File: src/rtl/riscv_mem_arbiter.sv
// Single-port memory arbiter sharing one synchronous-read memory between instruction fetch
// and data access. Data wins by default; a starvation counter bounds how long fetch can wait.
module riscv_mem_arbiter #(
    parameter int unsigned ADDR_W     = 32,
    parameter int unsigned DATA_W     = 32,
    parameter int unsigned STARVE_MAX = 4
) (
    input  logic              clk_in,
    input  logic              rst_in,

    input  logic              if_req_in,
    input  logic [ADDR_W-1:0] if_addr_in,
    output logic              if_gnt_out,
    output logic              if_rvalid_out,
    output logic [DATA_W-1:0] if_rdata_out,
    output logic              if_stall_out,

    input  logic              dm_req_in,
    input  logic              dm_we_in,
    input  logic [3:0]        dm_be_in,
    input  logic [ADDR_W-1:0] dm_addr_in,
    input  logic [DATA_W-1:0] dm_wdata_in,
    output logic              dm_gnt_out,
    output logic              dm_rvalid_out,
    output logic [DATA_W-1:0] dm_rdata_out,
    output logic              dm_stall_out,

    output logic              mem_en_out,
    output logic [3:0]        mem_we_out,
    output logic [ADDR_W-3:0] mem_addr_out,
    output logic [DATA_W-1:0] mem_wdata_out,
    input  logic [DATA_W-1:0] mem_rdata_in
);

    localparam logic [1:0] RESP_NONE = 2'd0;
    localparam logic [1:0] RESP_IF   = 2'd1;
    localparam logic [1:0] RESP_DM   = 2'd2;

    localparam logic [3:0] StarveMax = 4'(STARVE_MAX);

    logic [3:0] starve_cnt_q, starve_cnt_d;
    logic [1:0] resp_own_q, resp_own_d;
    logic       fetch_pri;
    logic       if_gnt;
    logic       dm_gnt;

    always_comb begin
        fetch_pri = (starve_cnt_q >= StarveMax);
        dm_gnt    = dm_req_in & ~(if_req_in & fetch_pri);
        if_gnt    = if_req_in & ~dm_gnt;
    end

    assign if_gnt_out   = if_gnt;
    assign dm_gnt_out   = dm_gnt;
    assign if_stall_out = if_req_in & ~if_gnt;
    assign dm_stall_out = dm_req_in & ~dm_gnt;

    always_comb begin
        mem_en_out    = if_gnt | dm_gnt;
        mem_we_out    = 4'b0000;
        mem_addr_out  = '0;
        mem_wdata_out = '0;
        if (dm_gnt) begin
            mem_addr_out  = dm_addr_in[ADDR_W-1:2];
            mem_wdata_out = dm_wdata_in;
            if (dm_we_in) begin
                mem_we_out = dm_be_in;
            end
        end else if (if_gnt) begin
            mem_addr_out = if_addr_in[ADDR_W-1:2];
        end
    end

    always_comb begin
        resp_own_d = RESP_NONE;
        if (if_gnt) begin
            resp_own_d = RESP_IF;
        end else if (dm_gnt && !dm_we_in) begin
            resp_own_d = RESP_DM;
        end

        // Count only consecutive denied fetch cycles; a withdrawn request starts over.
        starve_cnt_d = 4'd0;
        if (if_req_in && !if_gnt) begin
            starve_cnt_d = (starve_cnt_q == 4'hF) ? starve_cnt_q : starve_cnt_q + 4'd1;
        end
    end

    always_ff @(posedge clk_in) begin
        if (rst_in) begin
            starve_cnt_q <= 4'd0;
            resp_own_q   <= RESP_NONE;
        end else begin
            starve_cnt_q <= starve_cnt_d;
            resp_own_q   <= resp_own_d;
        end
    end

    assign if_rvalid_out = (resp_own_q == RESP_IF);
    assign dm_rvalid_out = (resp_own_q == RESP_DM);
    assign if_rdata_out  = if_rvalid_out ? mem_rdata_in : '0;
    assign dm_rdata_out  = dm_rvalid_out ? mem_rdata_in : '0;

    logic unused_addr_bits;
    assign unused_addr_bits = ^{if_addr_in[1:0], dm_addr_in[1:0]};

endmodule

File: config.mk
export PLATFORM = sky130hd
export DESIGN_NAME = riscv_mem_arbiter
export DESIGN_NICKNAME = d
export VERILOG_FILES = /design/src/rtl/riscv_mem_arbiter.sv
export SDC_FILE = /design/constraint.sdc
export NUM_CORES = 1
export LEC_CHECK = 0
export ABC_AREA = 0
export CAP_MARGIN = 15
export CORE_AREA = 2 2 106 108
export DETAILED_ROUTE_END_ITERATION = 12
export DIE_AREA = 0 0 108 110
export MAX_ROUTING_LAYER = met4
export PLACE_DENSITY = 0.62
export RECOVER_POWER = 25
export SYNTH_ARGS = -nofsm -noshare
export SYNTH_HDL_FRONTEND = slang
export SYNTH_SLANG_ARGS = --single-unit
File: constraint.sdc
create_clock -name clk_in -period 2.3 [get_ports clk_in]
set_input_delay 0.345 -clock clk_in [delete_from_list [all_inputs] [get_ports clk_in]]
set_output_delay 0.345 -clock clk_in [all_outputs]
set_load 0.02 [all_outputs]
# Word level (Yosys, flattened, before mapping)
# Index checks and enable logic that the tools add are counted.
[totals]
regBits = 6
in_bits = 137
output_inout_bits = 137
word_cells = 33
[classes]
n_addsub = 1
n_lt_le_gt_ge = 1
n_eq_ne = 3
mux = 9
n_bitwise = 10
n_reduce_logical = 6
[ops]
columns = ["operator", "count"]
rows = [
  ["32-bit two-way mux", 3],
  ["30-bit two-way mux", 2],
  ["4-bit two-way mux", 2],
  ["1-bit bitwise AND", 5],
  ["4-bit by 1-bit adder with 4-bit output (second input constant)", 1],
  ["4-bit == test (second input constant)", 1],
  ["4-bit by 3-bit >= comparator with 1-bit output (second input constant)", 1],
  ["1-bit NOT", 4],
  ["2-bit OR reduction", 2],
  ["2-bit by 1-bit == test with 1-bit output (second input constant)", 1],
  ["2-bit == test (second input constant)", 1],
  ["1-bit logical AND", 2],
  ["1-bit logical NOT", 2],
  ["2-bit two-way mux", 1],
  ["1-bit two-way mux", 1],
  ["1-bit bitwise OR", 1],
]

# Depth between registers and ports, before layout
[depth]
depth_word = 10
mapped_depth = 6
ltp_nobuf = 4

# Least setup slack after synthesis
# OpenSTA, ideal clock, no wires.
[synth_timing]
path_kind = "input to output"
startpoint = "in if_req_in"
endpoint = "out mem_addr_out[21]"
t_arrival_ns = 1.111
required_ns = 1.955
slack_ns = 0.844
cell_stages = 6
path_cell_list = "buf_4 o21ai_4 nand2_4 inv_6 buf_8 o21ai_2"
[synth_via]
elab_chain_len = 7
[synth_lines]
columns = ["element", "line_no", "source"]
rows = [
  ["start: declaration", "11", "input logic if_req_in,"],
  ["1-bit bitwise AND (*)", "49", "dm_gnt = dm_req_in & ~(if_req_in & fetch_pri);"],
  ["1-bit NOT (*)", "49", ""],
  ["1-bit bitwise AND (*)", "49", ""],
  ["via dm_gnt_out", "23", "output logic dm_gnt_out,"],
  ["1-bit NOT", "50", "if_gnt = if_req_in & ~dm_gnt;"],
  ["1-bit bitwise AND", "50", ""],
  ["30-bit two-way mux", "69", "end else if (if_gnt) begin"],
  ["30-bit two-way mux (*)", "63", "if (dm_gnt) begin"],
  ["end: declaration", "30", "output logic [ADDR_W-3:0] mem_addr_out,"],
]
# The timed path passes the listed nets; every way through them passes the cells marked *.

# Worst setup path after layout
[layout_timing]
startpoint = "in if_req_in"
endpoint = "out mem_wdata_out[8]"
[layout_via]
elab_chain_len = 4
[layout_lines]
columns = ["element", "line_no", "source"]
rows = [
  ["1-bit bitwise AND", "49", ""],
  ["1-bit NOT", "49", ""],
  ["1-bit bitwise AND", "49", ""],
  ["32-bit two-way mux", "63", ""],
  ["end: declaration", "31", "output logic [DATA_W-1:0] mem_wdata_out,"],
]
# No other way between the ends.

==> flow_summary.yaml <==
clock_network:
  root_buffer: "clkbuf_8"
  clk_path_buf_depth: 2
  clkSinkCount: 6
  hold_buffers: 0
  cts.htree.levels: 1
  post-cts-setup-buffers: 0
  cts_buffers: 3
  clk_pin_slew_ns: 0.03
  cts_resized: 48
  clkLatencyLatePin_ns: 0.22
  cts_tree: "built"
setup_path:
  ff2ff_path_depth: 4
  crit_fanout: 35
  crit_path_frequent_cell: "clkdlybuf4s50_1"
  r2r_end: "resp_own_q[1]"
  arrival_ns: 1.91
  crit_type: "in2out"
  cp_slowest_cell: "clkdlybuf4s50_1"
  endpoint_kind: "output pin"
  cp_cell_sequence: "clkdlybuf4s50_1, o21ai_4, buf_12, and3_1, clkdlybuf4s50_1"
  required_ns: 1.96
  r2r_start: "starve_cnt_q[3]"
  r2r_setup_slack_ns: 1.15
  max_stage_delay_ns: 0.60
  start_kind: "input pin"
yosys:
  synth-simple-area-share: 0.586
  syn_inst: 245
  synth_xor_area_frac: 0.00520
  ys_seq_elements: 6
  synth_seq_area_share: 0.0714
  synth_compound_area_frac: 0.166
  ys_types: 27
  synth_mux_area_frac: 0.00595
  synthAdderAreaFrac: 0.00743
  synth_fp_nets: 383
  avgSynthCellArea_um2: 6.87
  yosysWarnings: 0
  syn-cell-area_um2: 1680
  synth_top_family_by_area: "simple AND/OR/NAND/NOR gates"
floorplan:
  core-area_um2: 10700
  rows: 38
  die_w_um: 108
  dieArea_um2: 11900
  io_pins: 274
  die_y_um: 110
  start_util: 0.157
pwr:
  clock_power_share: 0.143
  irDropWorstVdd_uv: 102
  p_per_area_nw_per_um2: 239
  intPower_uw: 648
  combinationalPowerShare: 0.752
  switching_share: 0.385
  p_sw_uw: 406
  fin_total_pwr_mw: 1.05
  total_leakage_power_nw: 1.99
  seqPwrFrac: 0.105
sta:
  setup_violations: 0
  fin_skew_ns: 0.00124
  period_share: 0.982
  fin_ws_ns: 0.0425
  holdWs_ns: 0.449
  max_freq_mhz: 443
  finalMaxSlewViolations: 0
  period_minus_slack_ns: 2.26
  grt_setup_unrepaired: "false"
  finalHoldViolCount: 0
worst_hold_path:
  holdPathEnd: "starve_cnt_q[2]"
  holdPathStages: 3
  hold_class: "in2reg"
  min-delay-start: "dm_req_in"
layout:
  antenna-diode-count: 0
  mostFrequentLayoutCells: "clkdlybuf4s50_1, and2_1, dlygate4sd2_1"
  layout_commonest_cell: "clkdlybuf4s50_1"
  layout.nets: 655
  fillers: 1128
  drive_gt1_frac: 0.126
  area_growth_pct: 162
grt:
  use_met3: 0.0335
  grtUsageTotal: 0.150
  grt.met2_usage: 0.293
  grtUsageMet1: 0.154
  grt_pass1_wl_mm: 13.8
  grt_pass1_vias: 2628
  grt_antenna_before_repair: 0
  busiest_layer: "met2"
  grt_max_degree: 48
  grt-ovfl-total: 0
placed_design:
  gp_congestion: 0.858
  dp_hpwl_mm: 7.94
  pre_cts_slack_ns: -0.162
  portBuffers: 269
route:
  dr.pass1.iters: 4
  post_drt_via_cell_ratio: 4.13
  wl_mm: 9.51
  ant_nets: 0
  drc: 0
  first_iter_violations: 97
  num_vias: 2705
  routedWlPerCell_um: 14.5
run_status:
  status: "finished clean"
run:
  drv_cap: 0
==> cell type report <==
class	count	area (µm²)	area share
Timing Repair Buffer	294	2760	0.626
Multi-Input combinational cell	210	1300	0.295
Clock buffer	3	41.3	0.00935
Inverter	2	15.0	0.00340
Sequential cell	6	120	0.0272
Tap cell	140	175	0.0397
==> synth_stat cells (all sizes together) <==
cell | number | area share
and2 | 65 | 0.24
and2b | 1 | 0.0045
and3 | 37 | 0.14
buf | 17 | 0.13
clkbuf | 10 | 0.022
conb | 1 | 0.0022
dfxtp | 6 | 0.071
ha | 1 | 0.0074
inv | 2 | 0.0074
mux2i | 1 | 0.0059
nand2 | 32 | 0.076
nand2b | 1 | 0.0037
nand3 | 31 | 0.098
nor2 | 2 | 0.0045
nor2b | 1 | 0.0037
nor3 | 3 | 0.0089
nor4 | 1 | 0.0037
o21ai | 31 | 0.17
or2 | 1 | 0.0037
xnor2 | 1 | 0.0052
==> registers in the layout, indices dropped and copies added (netlist names) <==
| register | cells |
|---|---|
| starve_cnt_q | 4 |
| resp_own_q | 2 |
==> metal layers <==
| metal | part of all wire | vias up |
|---|---|---|
| met1 | 0.36 | 1199 |
| met2 | 0.53 | 144 |
| met4 | 0.0091 | 0 |
| met3 | 0.097 | 4 |
| li1 | - | 1358 |
| met5 | 0 | - |
==> cells by family after synthesis <==
group | Yosys count
fa+ha+maj | 1
compound gates | 31
buf+inv | 29
simple gates | 175
other cells | 1
flops | 6
mux | 1
xor+xnor | 1
==> power groups by stage <==
stage	clock network [mW]	logic [mW]	registers, mW
final	0.151	0.793	0.110
after global routing	0.166	0.848	0.111
after CTS	0.157	0.826	0.110
after detailed placement	0	0.862	0.112
after global placement	0	0.856	0.112
after floorplan	0	0.365	0.111
==> through the flow <==
step / utilization / TNS [ns] / instance area (µm²) / std cells
floorplan: - / 0 / 1680 / 245
global placement: 0.425 / -6.08 / 4540 / 652
detailed placement: 0.425 / -6.12 / 4540 / 652
CTS: 0.424 / -0.0000564 / 4540 / 655
global route: 0.413 / 0 / 4410 / 655
finish: 0.413 / 0 / 4410 / 655
==> worst max-delay path, delay by kind of cell <==
| family | cells | cell delay (ns) |
|---|---|---|
| buf+inv | 3 | 1.27 |
| simple gates | 1 | 0.17 |
| compound gates | 1 | 0.12 |
==> how the worst max path moves through the flow <==
stage	from	to	depth (start not counted)
floorplan	if_req_in	mem_addr_out[21]	6
global placement	if_req_in	mem_addr_out[21]	6
detailed placement	if_req_in	mem_addr_out[21]	6
CTS	if_req_in	dm_gnt_out	6
global route	if_req_in	mem_wdata_out[12]	5
finish	if_req_in	mem_wdata_out[8]	5
(Power assumes the default switching activity.)
